<file path="src/rtl/iccm_arb_pkg.sv">
// iccm_arb_pkg: shared types and constants for the ICCM port arbiter
package iccm_arb_pkg;
  localparam int ADDR_W = 12;
  localparam int DATA_W = 32;
  typedef enum logic [2:0] {BOOT_WAIT, PROGRAM, DRAIN, RUN, PREEMPT} iccm_arb_state_e;
  typedef struct packed {
    logic [ADDR_W-1:0] addr;
    logic [DATA_W-1:0] wdata;
  } ldr_wr_t;
  localparam logic TAG_BUS = 1'b0;
  localparam logic TAG_LDR = 1'b1;
endpackage

</file>
<file path="src/rtl/iccm_port_arbiter_if.sv">
// iccm_port_arbiter_if: loader, adapter bus, SRAM and status signals of the arbiter; slave = arbiter side, master = environment side
interface iccm_port_arbiter_if import iccm_arb_pkg::*; #(
  parameter int AddrW = ADDR_W,
  parameter int DataW = DATA_W
);
  logic             ldr_we_i;
  logic [AddrW-1:0] ldr_addr_i;
  logic [DataW-1:0] ldr_wdata_i;
  logic             ldr_done_i;
  logic             bus_req_i;
  logic             bus_we_i;
  logic [AddrW-1:0] bus_addr_i;
  logic [DataW-1:0] bus_wdata_i;
  logic [DataW-1:0] bus_wmask_i;
  logic             bus_gnt_o;
  logic [DataW-1:0] bus_rdata_o;
  logic             bus_rvalid_o;
  logic [1:0]       bus_rerror_o;
  logic             mem_req_o;
  logic             mem_we_o;
  logic [AddrW-1:0] mem_addr_o;
  logic [DataW-1:0] mem_wdata_o;
  logic [DataW-1:0] mem_wmask_o;
  logic [DataW-1:0] mem_rdata_i;
  logic             mem_rvalid_i;
  logic             core_hold_o;
  logic             ldr_ovf_o;
  modport slave (
    input  ldr_we_i, ldr_addr_i, ldr_wdata_i, ldr_done_i,
    input  bus_req_i, bus_we_i, bus_addr_i, bus_wdata_i, bus_wmask_i,
    output bus_gnt_o, bus_rdata_o, bus_rvalid_o, bus_rerror_o,
    output mem_req_o, mem_we_o, mem_addr_o, mem_wdata_o, mem_wmask_o,
    input  mem_rdata_i, mem_rvalid_i,
    output core_hold_o, ldr_ovf_o
  );
  modport master (
    output ldr_we_i, ldr_addr_i, ldr_wdata_i, ldr_done_i,
    output bus_req_i, bus_we_i, bus_addr_i, bus_wdata_i, bus_wmask_i,
    input  bus_gnt_o, bus_rdata_o, bus_rvalid_o, bus_rerror_o,
    input  mem_req_o, mem_we_o, mem_addr_o, mem_wdata_o, mem_wmask_o,
    output mem_rdata_i, mem_rvalid_i,
    input  core_hold_o, ldr_ovf_o
  );
endinterface

</file>
<file path="src/rtl/iccm_ldr_fifo.sv">
// iccm_ldr_fifo: sync FIFO of any payload type (push/pop/din -> dout/full/empty/count); push accepted when full if popped the same cycle
module iccm_ldr_fifo #(
  parameter type T = logic,
  parameter int Depth = 4,
  localparam int CntW = $clog2(Depth + 1),
  localparam int PtrW = (Depth > 1) ? $clog2(Depth) : 1
) (
  input  logic            clock,
  input  logic            reset,
  input  logic            push,
  input  logic            pop,
  input  T                din,
  output T                dout,
  output logic            full,
  output logic            empty,
  output logic [CntW-1:0] count
);
  T mem [Depth];
  logic [PtrW-1:0] wp, rp;
  logic acc, do_pop;
  assign full = count == CntW'(Depth);
  assign empty = count == '0;
  assign do_pop = pop && !empty;
  assign acc = push && (!full || do_pop);
  assign dout = mem[rp];
  always_ff @(posedge clock or posedge reset) begin
    if (reset) begin
      wp <= '0;
      rp <= '0;
      count <= '0;
    end else begin
      if (acc) wp <= (wp == PtrW'(Depth - 1)) ? '0 : wp + 1'b1;
      if (do_pop) rp <= (rp == PtrW'(Depth - 1)) ? '0 : rp + 1'b1;
      count <= count + CntW'(acc) - CntW'(do_pop);
    end
  end
  always_ff @(posedge clock) begin
    if (acc) mem[wp] <= din;
  end
endmodule

</file>
<file path="src/rtl/iccm_port_arbiter.sv">
// iccm_port_arbiter: owns the ICCM SRAM port, arbitrating loader writes (priority) against core bus fetches and holding the core during programming (clock, reset, arb slave interface)
module iccm_port_arbiter import iccm_arb_pkg::*; #(
  parameter int AddrW = ADDR_W,
  parameter int DataW = DATA_W,
  parameter int Outstanding = 2,
  parameter int LdrFifoDepth = 4,
  parameter int BootTimeout = 0
) (
  input logic                clock,
  input logic                reset,
  iccm_port_arbiter_if.slave arb
);
  localparam int OW = $clog2(Outstanding + 1);
  iccm_arb_state_e state, nxt;
  logic [15:0] timer;
  logic [OW-1:0] outst;
  logic hold_q, ovf_q;
  ldr_wr_t ldr_in, ldr_head;
  logic ldr_full, ldr_empty, ldr_push, ldr_pop;
  logic [$clog2(LdrFifoDepth + 1)-1:0] ldr_cnt;
  logic tag_head, tag_full, tag_empty, tag_pop;
  logic [$clog2(Outstanding + 2)-1:0] tag_cnt;
  logic tmo, bus_gnt, bus_rv;
  assign ldr_in = '{addr: arb.ldr_addr_i, wdata: arb.ldr_wdata_i};
  assign tmo = (BootTimeout != 0) && (timer == 16'(BootTimeout - 1));
  assign ldr_push = arb.ldr_we_i && !(state == BOOT_WAIT && tmo);
  assign ldr_pop = (state == PROGRAM || state == DRAIN) && !ldr_empty && (!tag_full || arb.mem_rvalid_i);
  assign bus_gnt = arb.bus_req_i && state == RUN && ldr_cnt == '0 && outst < OW'(Outstanding);
  // Responses arriving with an empty tag queue predate a reset and are dropped.
  assign tag_pop = arb.mem_rvalid_i && !tag_empty;
  assign bus_rv = tag_pop && tag_head == TAG_BUS;
  iccm_ldr_fifo #(.T(ldr_wr_t), .Depth(LdrFifoDepth)) u_ldr_fifo (
    .clock(clock), .reset(reset), .push(ldr_push), .pop(ldr_pop), .din(ldr_in),
    .dout(ldr_head), .full(ldr_full), .empty(ldr_empty), .count(ldr_cnt)
  );
  iccm_ldr_fifo #(.T(logic), .Depth(Outstanding + 1)) u_tag_fifo (
    .clock(clock), .reset(reset), .push(arb.mem_req_o), .pop(tag_pop),
    .din(ldr_pop ? TAG_LDR : TAG_BUS),
    .dout(tag_head), .full(tag_full), .empty(tag_empty), .count(tag_cnt)
  );
  always_comb begin
    nxt = state;
    case (state)
      BOOT_WAIT: nxt = tmo ? RUN : arb.ldr_we_i ? PROGRAM : BOOT_WAIT;
      PROGRAM:   nxt = arb.ldr_done_i ? DRAIN : PROGRAM;
      DRAIN:     nxt = arb.ldr_we_i ? PROGRAM : (ldr_empty && tag_cnt == '0) ? RUN : DRAIN;
      RUN:       nxt = arb.ldr_we_i ? PREEMPT : RUN;
      PREEMPT:   nxt = (outst == '0) ? PROGRAM : PREEMPT;
      default:   nxt = BOOT_WAIT;
    endcase
  end
  // Hold stays low while preempted reads are still in flight so the core can retire them.
  always_ff @(posedge clock or posedge reset) begin
    if (reset) begin
      state <= BOOT_WAIT;
      timer <= '0;
      outst <= '0;
      hold_q <= 1'b1;
      ovf_q <= 1'b0;
    end else begin
      state <= nxt;
      timer <= (state == BOOT_WAIT && nxt == BOOT_WAIT) ? timer + 16'(timer != '1) : '0;
      outst <= outst + OW'(bus_gnt) - OW'(bus_rv);
      hold_q <= !(state == RUN || (state == PREEMPT && outst != '0));
      ovf_q <= ovf_q || (ldr_push && ldr_full && !ldr_pop);
    end
  end
  assign arb.bus_gnt_o = bus_gnt;
  assign arb.bus_rvalid_o = bus_rv;
  assign arb.bus_rdata_o = bus_rv ? arb.mem_rdata_i : '0;
  assign arb.bus_rerror_o = 2'b00;
  assign arb.mem_req_o = ldr_pop || bus_gnt;
  assign arb.mem_we_o = ldr_pop || (bus_gnt && arb.bus_we_i);
  assign arb.mem_addr_o = ldr_pop ? ldr_head.addr : bus_gnt ? arb.bus_addr_i : {AddrW{1'b0}};
  assign arb.mem_wdata_o = ldr_pop ? ldr_head.wdata : bus_gnt ? arb.bus_wdata_i : '0;
  assign arb.mem_wmask_o = ldr_pop ? {DataW{1'b1}} : bus_gnt ? arb.bus_wmask_i : '0;
  assign arb.core_hold_o = hold_q;
  assign arb.ldr_ovf_o = ovf_q;
endmodule

</file>
<file path="src/flat_wrapper.sv">
// flat-port wrapper written by rule: the top's interface ports become plain ports
module iccm_port_arbiter_flat import iccm_arb_pkg::*;
#(
  parameter int AddrW = ADDR_W,
  parameter int DataW = DATA_W,
  parameter int Outstanding = 2,
  parameter int LdrFifoDepth = 4,
  parameter int BootTimeout = 0
)
  (clock, reset, arb_ldr_we_i, arb_ldr_addr_i, arb_ldr_wdata_i, arb_ldr_done_i, arb_bus_req_i, arb_bus_we_i, arb_bus_addr_i, arb_bus_wdata_i, arb_bus_wmask_i, arb_bus_gnt_o, arb_bus_rdata_o, arb_bus_rvalid_o, arb_bus_rerror_o, arb_mem_req_o, arb_mem_we_o, arb_mem_addr_o, arb_mem_wdata_o, arb_mem_wmask_o, arb_mem_rdata_i, arb_mem_rvalid_i, arb_core_hold_o, arb_ldr_ovf_o);
  iccm_port_arbiter_if #(.AddrW(AddrW), .DataW(DataW)) arb_i ();
  input logic clock;
  input logic reset;
  input wire logic [$bits(arb_i.ldr_we_i)-1:0] arb_ldr_we_i;
  input wire logic [$bits(arb_i.ldr_addr_i)-1:0] arb_ldr_addr_i;
  input wire logic [$bits(arb_i.ldr_wdata_i)-1:0] arb_ldr_wdata_i;
  input wire logic [$bits(arb_i.ldr_done_i)-1:0] arb_ldr_done_i;
  input wire logic [$bits(arb_i.bus_req_i)-1:0] arb_bus_req_i;
  input wire logic [$bits(arb_i.bus_we_i)-1:0] arb_bus_we_i;
  input wire logic [$bits(arb_i.bus_addr_i)-1:0] arb_bus_addr_i;
  input wire logic [$bits(arb_i.bus_wdata_i)-1:0] arb_bus_wdata_i;
  input wire logic [$bits(arb_i.bus_wmask_i)-1:0] arb_bus_wmask_i;
  output wire logic [$bits(arb_i.bus_gnt_o)-1:0] arb_bus_gnt_o;
  output wire logic [$bits(arb_i.bus_rdata_o)-1:0] arb_bus_rdata_o;
  output wire logic [$bits(arb_i.bus_rvalid_o)-1:0] arb_bus_rvalid_o;
  output wire logic [$bits(arb_i.bus_rerror_o)-1:0] arb_bus_rerror_o;
  output wire logic [$bits(arb_i.mem_req_o)-1:0] arb_mem_req_o;
  output wire logic [$bits(arb_i.mem_we_o)-1:0] arb_mem_we_o;
  output wire logic [$bits(arb_i.mem_addr_o)-1:0] arb_mem_addr_o;
  output wire logic [$bits(arb_i.mem_wdata_o)-1:0] arb_mem_wdata_o;
  output wire logic [$bits(arb_i.mem_wmask_o)-1:0] arb_mem_wmask_o;
  input wire logic [$bits(arb_i.mem_rdata_i)-1:0] arb_mem_rdata_i;
  input wire logic [$bits(arb_i.mem_rvalid_i)-1:0] arb_mem_rvalid_i;
  output wire logic [$bits(arb_i.core_hold_o)-1:0] arb_core_hold_o;
  output wire logic [$bits(arb_i.ldr_ovf_o)-1:0] arb_ldr_ovf_o;
  assign arb_i.ldr_we_i = arb_ldr_we_i;
  assign arb_i.ldr_addr_i = arb_ldr_addr_i;
  assign arb_i.ldr_wdata_i = arb_ldr_wdata_i;
  assign arb_i.ldr_done_i = arb_ldr_done_i;
  assign arb_i.bus_req_i = arb_bus_req_i;
  assign arb_i.bus_we_i = arb_bus_we_i;
  assign arb_i.bus_addr_i = arb_bus_addr_i;
  assign arb_i.bus_wdata_i = arb_bus_wdata_i;
  assign arb_i.bus_wmask_i = arb_bus_wmask_i;
  assign arb_bus_gnt_o = arb_i.bus_gnt_o;
  assign arb_bus_rdata_o = arb_i.bus_rdata_o;
  assign arb_bus_rvalid_o = arb_i.bus_rvalid_o;
  assign arb_bus_rerror_o = arb_i.bus_rerror_o;
  assign arb_mem_req_o = arb_i.mem_req_o;
  assign arb_mem_we_o = arb_i.mem_we_o;
  assign arb_mem_addr_o = arb_i.mem_addr_o;
  assign arb_mem_wdata_o = arb_i.mem_wdata_o;
  assign arb_mem_wmask_o = arb_i.mem_wmask_o;
  assign arb_i.mem_rdata_i = arb_mem_rdata_i;
  assign arb_i.mem_rvalid_i = arb_mem_rvalid_i;
  assign arb_core_hold_o = arb_i.core_hold_o;
  assign arb_ldr_ovf_o = arb_i.ldr_ovf_o;
  iccm_port_arbiter #(.AddrW(AddrW), .DataW(DataW), .Outstanding(Outstanding), .LdrFifoDepth(LdrFifoDepth), .BootTimeout(BootTimeout)) u_core (.clock(clock), .reset(reset), .arb(arb_i));
endmodule
</file>
<file path="config.mk">
export PLATFORM = sky130hd
export DESIGN_NAME = iccm_port_arbiter_flat
export DESIGN_NICKNAME = d
export VERILOG_FILES = /design/src/rtl/iccm_arb_pkg.sv /design/src/rtl/iccm_port_arbiter_if.sv /design/src/rtl/iccm_ldr_fifo.sv /design/src/rtl/iccm_port_arbiter.sv /design/src/flat_wrapper.sv
export SDC_FILE = /design/constraint.sdc
export NUM_CORES = 1
export LEC_CHECK = 0
export CORE_MARGIN = 4
export CORE_UTILIZATION = 51
export DETAILED_ROUTE_END_ITERATION = 16
export GPL_TIMING_DRIVEN = 0
export PLACE_DENSITY = 0.83
export RECOVER_POWER = 25
export SYNTH_ARGS = -nofsm -noshare
export SYNTH_HDL_FRONTEND = slang
export SYNTH_SLANG_ARGS = --single-unit
export TNS_END_PERCENT = 50
</file>
<file path="constraint.sdc">
create_clock -name clock -period 4.8 [get_ports clock]
set_input_delay 0.96 -clock clock [delete_from_list [all_inputs] [get_ports clock]]
set_output_delay 0.96 -clock clock [all_outputs]
set_load 0.005 [all_outputs]
</file>
==> summary.md, run 1 <==
| Metric | Value |
|---|---|
| Status | complete, no violations |
| Port-buffer cells | 272 |
| Critical path class | in -> out |
| Top_reg_cell synth | edfxtp_1 |
| Standard-cell rows | between 40 and 50 |
| Detailed Routing Iterations Pass 1 | 4 |
| Worst setup path endpoint | arb_mem_addr_o[10] |
| Post-CTS setup buffer count | 0 |
| Hold_buf cts | 0 |
| Dpl cells | 1068 |
| Sink Count | 199 |
| Lkg Pwr | between 4 and 5 nW |
| GR Overflow Total | 0 |
| Final worst-path cycle share | a little over nine tenths |
| WHS | 494 ps |
| R2R cell count | 11 |
| Distinct cells, synth | 45 |
| Clk root buf | clkbuf_16 |
| Die W | 140 um |
| Worst rel slew slack | around 25% |
| Max-cap violation count | 0 |
| Share of cells above drive strength 1 | 15.1% |
| Crit path time final | 4660 ps |
| Worst path bufs/invs | 3 |
| First-pass GRT wire length | about 37000 um |
| # setup viols final | 0 |
| H-tree lvl count | 4 |
| Cell Chain, Critical Path | clkdlybuf4s50_1 -> nand4b_1 -> nor2_1 -> buf_2 -> nand3_1 -> nand2_1 -> clkdlybuf4s50_1 |
| Crit path max-delay family | buffers and inverters |
| Setup crit start kind | primary input |
| CTS tree | built |
| Post-synthesis sequential area ratio | 66.5% |
| Cells after synthesis | approximately 570 |
| Slowest-stage cell, CP | nor2_1 |
| Remaining antenna violation count | 0 |
| I/O pins | approximately 280 |
| TritonCTS Buffers | 17 |
| Crit Path Max Fanout | 10 |
| Multiplexer share of the synthesized area | 12.5% |
| Tightest Hold Check Type | reg -> reg |
| VDD IR max | approximately 500 uV |
| Synth Register Bits | 199 |
| CTS Buffer Depth | 2 |
| Setup TNS | 0 ps |
| Complex-gate fraction of the synthesized area | about 3.8% |
| GRT Util Overall | about a quarter |
| Cts repair resizes | 0 |
| Antenna violations before repair | 3 |
| FF-to-FF setup slack | 1620 ps |
| FMAX | 215 MHz |
| Worst path arrival time | around 3700 ps |
| Routed vias/inst | 5.58 |
| Post-synth EDFFs | 179 |
| Total power | ~0.008 W |
| Area of the die | about 20000 um2 |
| Vias in the first global route | 6410 |
| Share of synthesized registers carrying an async set or reset | 10.1% |
| FF-to-FF Start | u_core.u_ldr_fifo.count[1] |
| CP max stage delay | ~920 ps |
| Final max-slew violation count | 0 |
| Largest net degree at the start of global routing | 30 |
| CP startpoint | arb_bus_req_i |
| Syn Area/Cell | 15.5 um2 |
| Adder-cell share of the synthesized area | 1.78% |
| Synthesized area | a little under 9000 um2 |
| Pwr/cell area | 647 nW/um2 |
| Avg WL per Cell | 22.1 um |
| Initial Util | 52.7% |
| Worst-Margin Slew | 1130 ps |
| Xor/xnor share of the synthesized area | 0.694% |
| DRC Markers | 0 |
| Post-Route WL | 24300 um |
| Clock Skew | 10.0 ps |
| Hpwl dp | about 18000 um |
| R2R Path End | u_core.u_ldr_fifo.count[2] |
| Clk pin slew, worst setup/hold paths | 70 ps |
| CP Depth | 7 |
| Cell Count, Final, Fillers Out | around 1100 |
| Initial DRC count | around 410 |
| P&R area growth vs syn | 41.2% |
| Clk_lat worst skew | 430 ps |
| Final hold violation count | 0 |
| Core area | 16800 um2 |
| Die Ht | 140 um |
| Simple-gate share of the synthesized area | 11.6% |
| CP required | 3840 ps |
| Ys Warns | 0 |
| Crit end category | output pin |
| Unrepaired setup endpoints after global routing | no |
| Vias | 6154 |
| Final nets | between 1000 and 1500 |
| CP most frequent cell | clkdlybuf4s50_1 |
| Largest family of logic cells by synthesized area | multiplexers |
| RePlAce Congestion | 0.923 |
[stage by stage]
| stage | utilization (%) | area (um2) | worst slack (ps) |
|---|---|---|---|
| final | 74.5 | 12500 | 145 |
| after global routing | 74.5 | 12500 | 58.9 |
| after CTS | 74.4 | 12500 | 157 |
| after detailed placement | 71.2 | 11900 | 170 |
| after global placement | 70.7 | 11800 | 237 |
| after floorplan | - | 8840 | 1780 |
[how the worst min path moves through the flow]
stage / slack [ps] / to / depth (start not counted) / from
2_1_floorplan: 450 / u_core.outst[1] / 1 / u_core.outst[1]
3_3_place_gp: 460 / u_core.arb.ldr_ovf_o / 1 / u_core.arb.ldr_ovf_o
3_5_place_dp: 480 / u_core.outst[1] / 1 / u_core.outst[1]
4_1_cts: 500 / u_core.outst[1] / 1 / u_core.outst[1]
5_1_grt: 520 / u_core.outst[0] / 1 / u_core.outst[0]
6_report: 490 / u_core.outst[1] / 1 / u_core.outst[1]
[layout make-up]
type | instances | area, um2
diodes | 2 | 5.00
plain buffers | 43 | 233
clock buffers | 18 | 429
clock inverters | 14 | 118
fillers | 1011 | 4280
inverters | 12 | 45.0
multi-input cells | 318 | 2690
flip-flops and latches | 199 | 5880
well taps | 220 | 275
repair buffers | 276 | 2800
[state kept, by name, summed over array words and instances (netlist names)]
name,count
u_core.u_tag_fifo.rp,2
u_core.arb.ldr_ovf_o,1
u_core.u_ldr_fifo.wp,2
u_core.u_ldr_fifo.rp,2
u_core.u_tag_fifo.mem,3
u_core.u_ldr_fifo.mem,176
u_core.u_tag_fifo.wp,2
u_core.state,3
u_core.u_tag_fifo.count,2
u_core.outst,2
u_core.u_ldr_fifo.count,3
u_core.arb.core_hold_o,1
[kinds of logic after synthesis]
| group | count (synthesis) |
|---|---|
| other | 1 |
| buffers and inverters | 55 |
| and+or+nand+nor | 200 |
| muxes | 54 |
| DFF | 199 |
| adders and majority gates | 12 |
| xor gates and xnor gates | 7 |
| AOI/OAI and AO/OA | 43 |
[layout by cell type (no fill, tap or decap), types with 2 or more instances in the layout]
master / instances
clkdlybuf4s50_1: 238
edfxtp_1: 179
nand3_1: 89
nand2_1: 49
mux4_2: 44
dlygate4sd3_1: 34
a21o_1: 33
and2_1: 32
buf_2: 24
dfrtp_1: 19
clkbuf_16: 17
inv_1: 12
ha_1: 11
mux2_2: 10
clkbuf_1: 9
nor2_1: 8
xnor2_1: 6
buf_6: 4
buf_1: 4
and2_2: 4
buf_12: 4
buf_4: 3
nor3b_1: 3
clkinv_4: 3
inv_6: 3
inv_8: 3
clkinvlp_4: 3
diode_2: 2
and3_1: 2
nor2b_1: 2
conb_1: 2
[Yosys cell counts (all sizes together), types with 6 or more instances]
master	number	area, um2
edfxtp	179	5380
nand3	90	455
nand2	49	184
mux4	44	991
and2	36	225
buf	35	203
a21o	33	248
dfrtp	19	475
inv	12	45.0
ha	11	138
mux2	10	113
nor2	10	47.6
clkbuf	8	30.0
xnor2	6	52.6
[worst reg2reg max path, stage by stage (launching register included)]
cell and delay (ps):
dfrtp_1 450, nor3_2 380, clkbuf_1 560, buf_2 350, nor2_1 90, ha_1 300, inv_1 60, ha_1 130
inv_1 50, fa_1 390, xnor2_1 180, xnor2_1 140
[power by group]
| part | internal [W] | switching, W |
|---|---|---|
| sequential | 0.00234 | 0.000144 |
| combinational | 0.00230 | 0.00197 |
| clock | 0.000678 | 0.000645 |
| total | 0.00532 | 0.00276 |
[layer usage]
metal,vias up,part of all wire [%],GRT usage [%]
li1,2770,-,-
met1,3017,37,29.7
met2,323,53,44.2
met3,42,8.1,6.42
met4,2,2.1,7.39
met5,-,0.029,0
Note: power is estimated with default switching activity, not from simulation.
==> inputs of run 2 (changes only) <==
--- a/config.mk
+++ b/config.mk
@@ -11,6 +11,7 @@
 export GPL_TIMING_DRIVEN = 0
 export PLACE_DENSITY = 0.83
 export RECOVER_POWER = 25
+export SLEW_MARGIN = 20
 export SYNTH_ARGS = -nofsm -noshare
 export SYNTH_HDL_FRONTEND = slang
 export SYNTH_SLANG_ARGS = --single-unit
==> summary.md, run 2 (same netlist as run 1, synthesis figures left out) <==
| Metric | Value |
|---|---|
| Standard-cell rows | between 40 and 50 |
| RePlAce Congestion | 0.923 |
| Final max-slew violation count | 0 |
| Area of the die | about 20000 um2 |
| Setup crit start kind | primary input |
| Largest register FFs | 176 |
| Tightest Hold Check Type | reg -> reg |
| H-tree lvl count | 4 |
| FF-to-FF Start | u_core.u_ldr_fifo.count[1] |
| WHS Path Cells | 1 |
| Crit path time final | approximately 4600 ps |
| P&R area growth vs syn | 40.2% |
| CTS tree | built |
| TritonCTS Buffers | 17 |
| Worst-Margin Slew | 1120 ps |
| Die Ht | 140 um |
| Port-buffer cells | about 270 |
| Pwr/cell area | 650 nW/um2 |
| Crit end category | output pin |
| Lkg Pwr | 4.68 nW |
| GR Overflow Total | 0 |
| Die W | 140 um |
| Antenna violations before repair | 5 |
| CP startpoint | arb_bus_req_i |
| GRT Util Overall | around a quarter |
| Crit Path Max Fanout | 10 |
| DRC Markers | 0 |
| Hold_buf cts | 0 |
| Final nets | 1034 |
| CP required | 3840 ps |
| Core area | 16800 um2 |
| Dpl cells | about 1100 |
| Worst path arrival time | 3690 ps |
| Routed vias/inst | about 5.7 |
| Largest net degree at the start of global routing | 45 |
| Vias | ~6200 |
| Hpwl dp | around 17000 um |
| Sink Count | 199 |
| CTS Buffer Depth | 2 |
| Clk pin slew, worst setup/hold paths | around 70 ps |
| First-pass GRT wire length | 37300 um |
| Most frequent cells in the layout | clkdlybuf4s50_1 (237), edfxtp_1 (179), nand3_1 (89) |
| Final hold violation count | 0 |
| FMAX | ~220 MHz |
| Status | complete, no violations |
| Detailed Routing Iterations Pass 1 | 5 |
| Setup TNS | 0 ps |
| Most common cell after layout, fill and taps aside | clkdlybuf4s50_1 |
| Cell Count, Final, Fillers Out | 1096 |
| I/O pins | 275 |
| Remaining antenna violation count | 0 |
| Share of cells above drive strength 1 | 14.8% |
| Post-Route WL | 24500 um |
| Post-CTS setup buffer count | 0 |
| Initial Util | 52.7% |
| R2R cell count | 11 |
| Critical hold path startpoint | u_core.outst[1] |
| VDD IR max | 463 uV |
| # setup viols final | 0 |
| Max-cap violation count | 0 |
| Vias in the first global route | 6434 |
| WHS | between 400 and 500 ps |
| Final worst-path cycle share | between 90% and 100% |
| Total power | 0.00805 W |
| Clk root buf | clkbuf_16 |
| Unrepaired setup endpoints after global routing | no |
| Clk_lat worst skew | 440 ps |
| Avg WL per Cell | 22.3 um |
| Cts repair resizes | 0 |
| Clock Skew | 9.59 ps |
| Initial DRC count | 398 |
| Critical path class | in -> out |
| Reg with most FFs | u_core.u_ldr_fifo.mem |
| Worst rel slew slack | 25.0% |
-- run 2: cell count changes in the layout (fill, tap and decap cells not counted), sizes merged --
cell | previous run | this run
clkdlybuf4s50 | 238 | 237
clkbuf | 26 | 25
clkinvlp | 3 | 0
buf | 39 | 35
inv | 18 | 20
dlygate4sd3 | 34 | 35
-- run 2: power breakdown --
group	switching (W)	total, W	internal (W)
Sequential	0.000149	0.00249	0.00235
Clock	0.000648	0.00132	0.000674
Combinational	0.00196	0.00423	0.00227
Total	0.00276	0.00805	0.00529
-- run 2: layout make-up --
| cell class | count | area, um2 |
|---|---|---|
| Timing Repair Buffer | 272 | 2720 |
| Antenna cell | 2 | 5.00 |
| Clock buffer | 17 | 425 |
| Buffer | 43 | 233 |
| Clock inverter | 13 | 113 |
| Sequential cell | 199 | 5880 |
| Multi-Input combinational cell | 318 | 2700 |
| Fill cell | 1026 | 4370 |
| Tap cell | 220 | 275 |
| Inverter | 12 | 45.0 |
-- run 2: worst paths after layout --
| check | to | slack, ps |
|---|---|---|
| worst max-delay path | arb_mem_addr_o[10] | 150 |
| worst min-delay path | u_core.outst[1] | 490 |
| worst max register to register | u_core.u_ldr_fifo.count[2] | 1530 |
| worst min register to register | u_core.outst[1] | 490 |
| max in group asynchronous | u_core.u_ldr_fifo.wp[1] | 3310 |
| min in group asynchronous | u_core.u_ldr_fifo.wp[0] | 990 |
-- run 2: routing by layer --
metal	wire, um	global-route usage, %	vias up	share of wire (%)
met1	8810	29.8	3056	36
li1	-	-	2755	-
met3	2020	7.03	52	8.3
met4	710	8.57	6	2.9
met5	27	0	-	0.11
met2	12900	44.3	329	53
-- run 2: stage by stage --
step | setup slack, ps | utilization (%) | cell area, um2
3_5_place_dp | 201 | 70.7 | 11900
5_1_grt | 107 | 74.0 | 12400
2_1_floorplan | 1780 | - | 8840
6_report | 154 | 74.0 | 12400
4_1_cts | 187 | 73.9 | 12400
3_3_place_gp | 237 | 70.7 | 11800
-- run 2: worst max-delay path: stages --
cell,delay [ps]
clkdlybuf4s50_1,460
nand4b_1,220
nor2_1,920
buf_2,390
nand3_1,110
nand2_1,90
clkdlybuf4s50_1,520
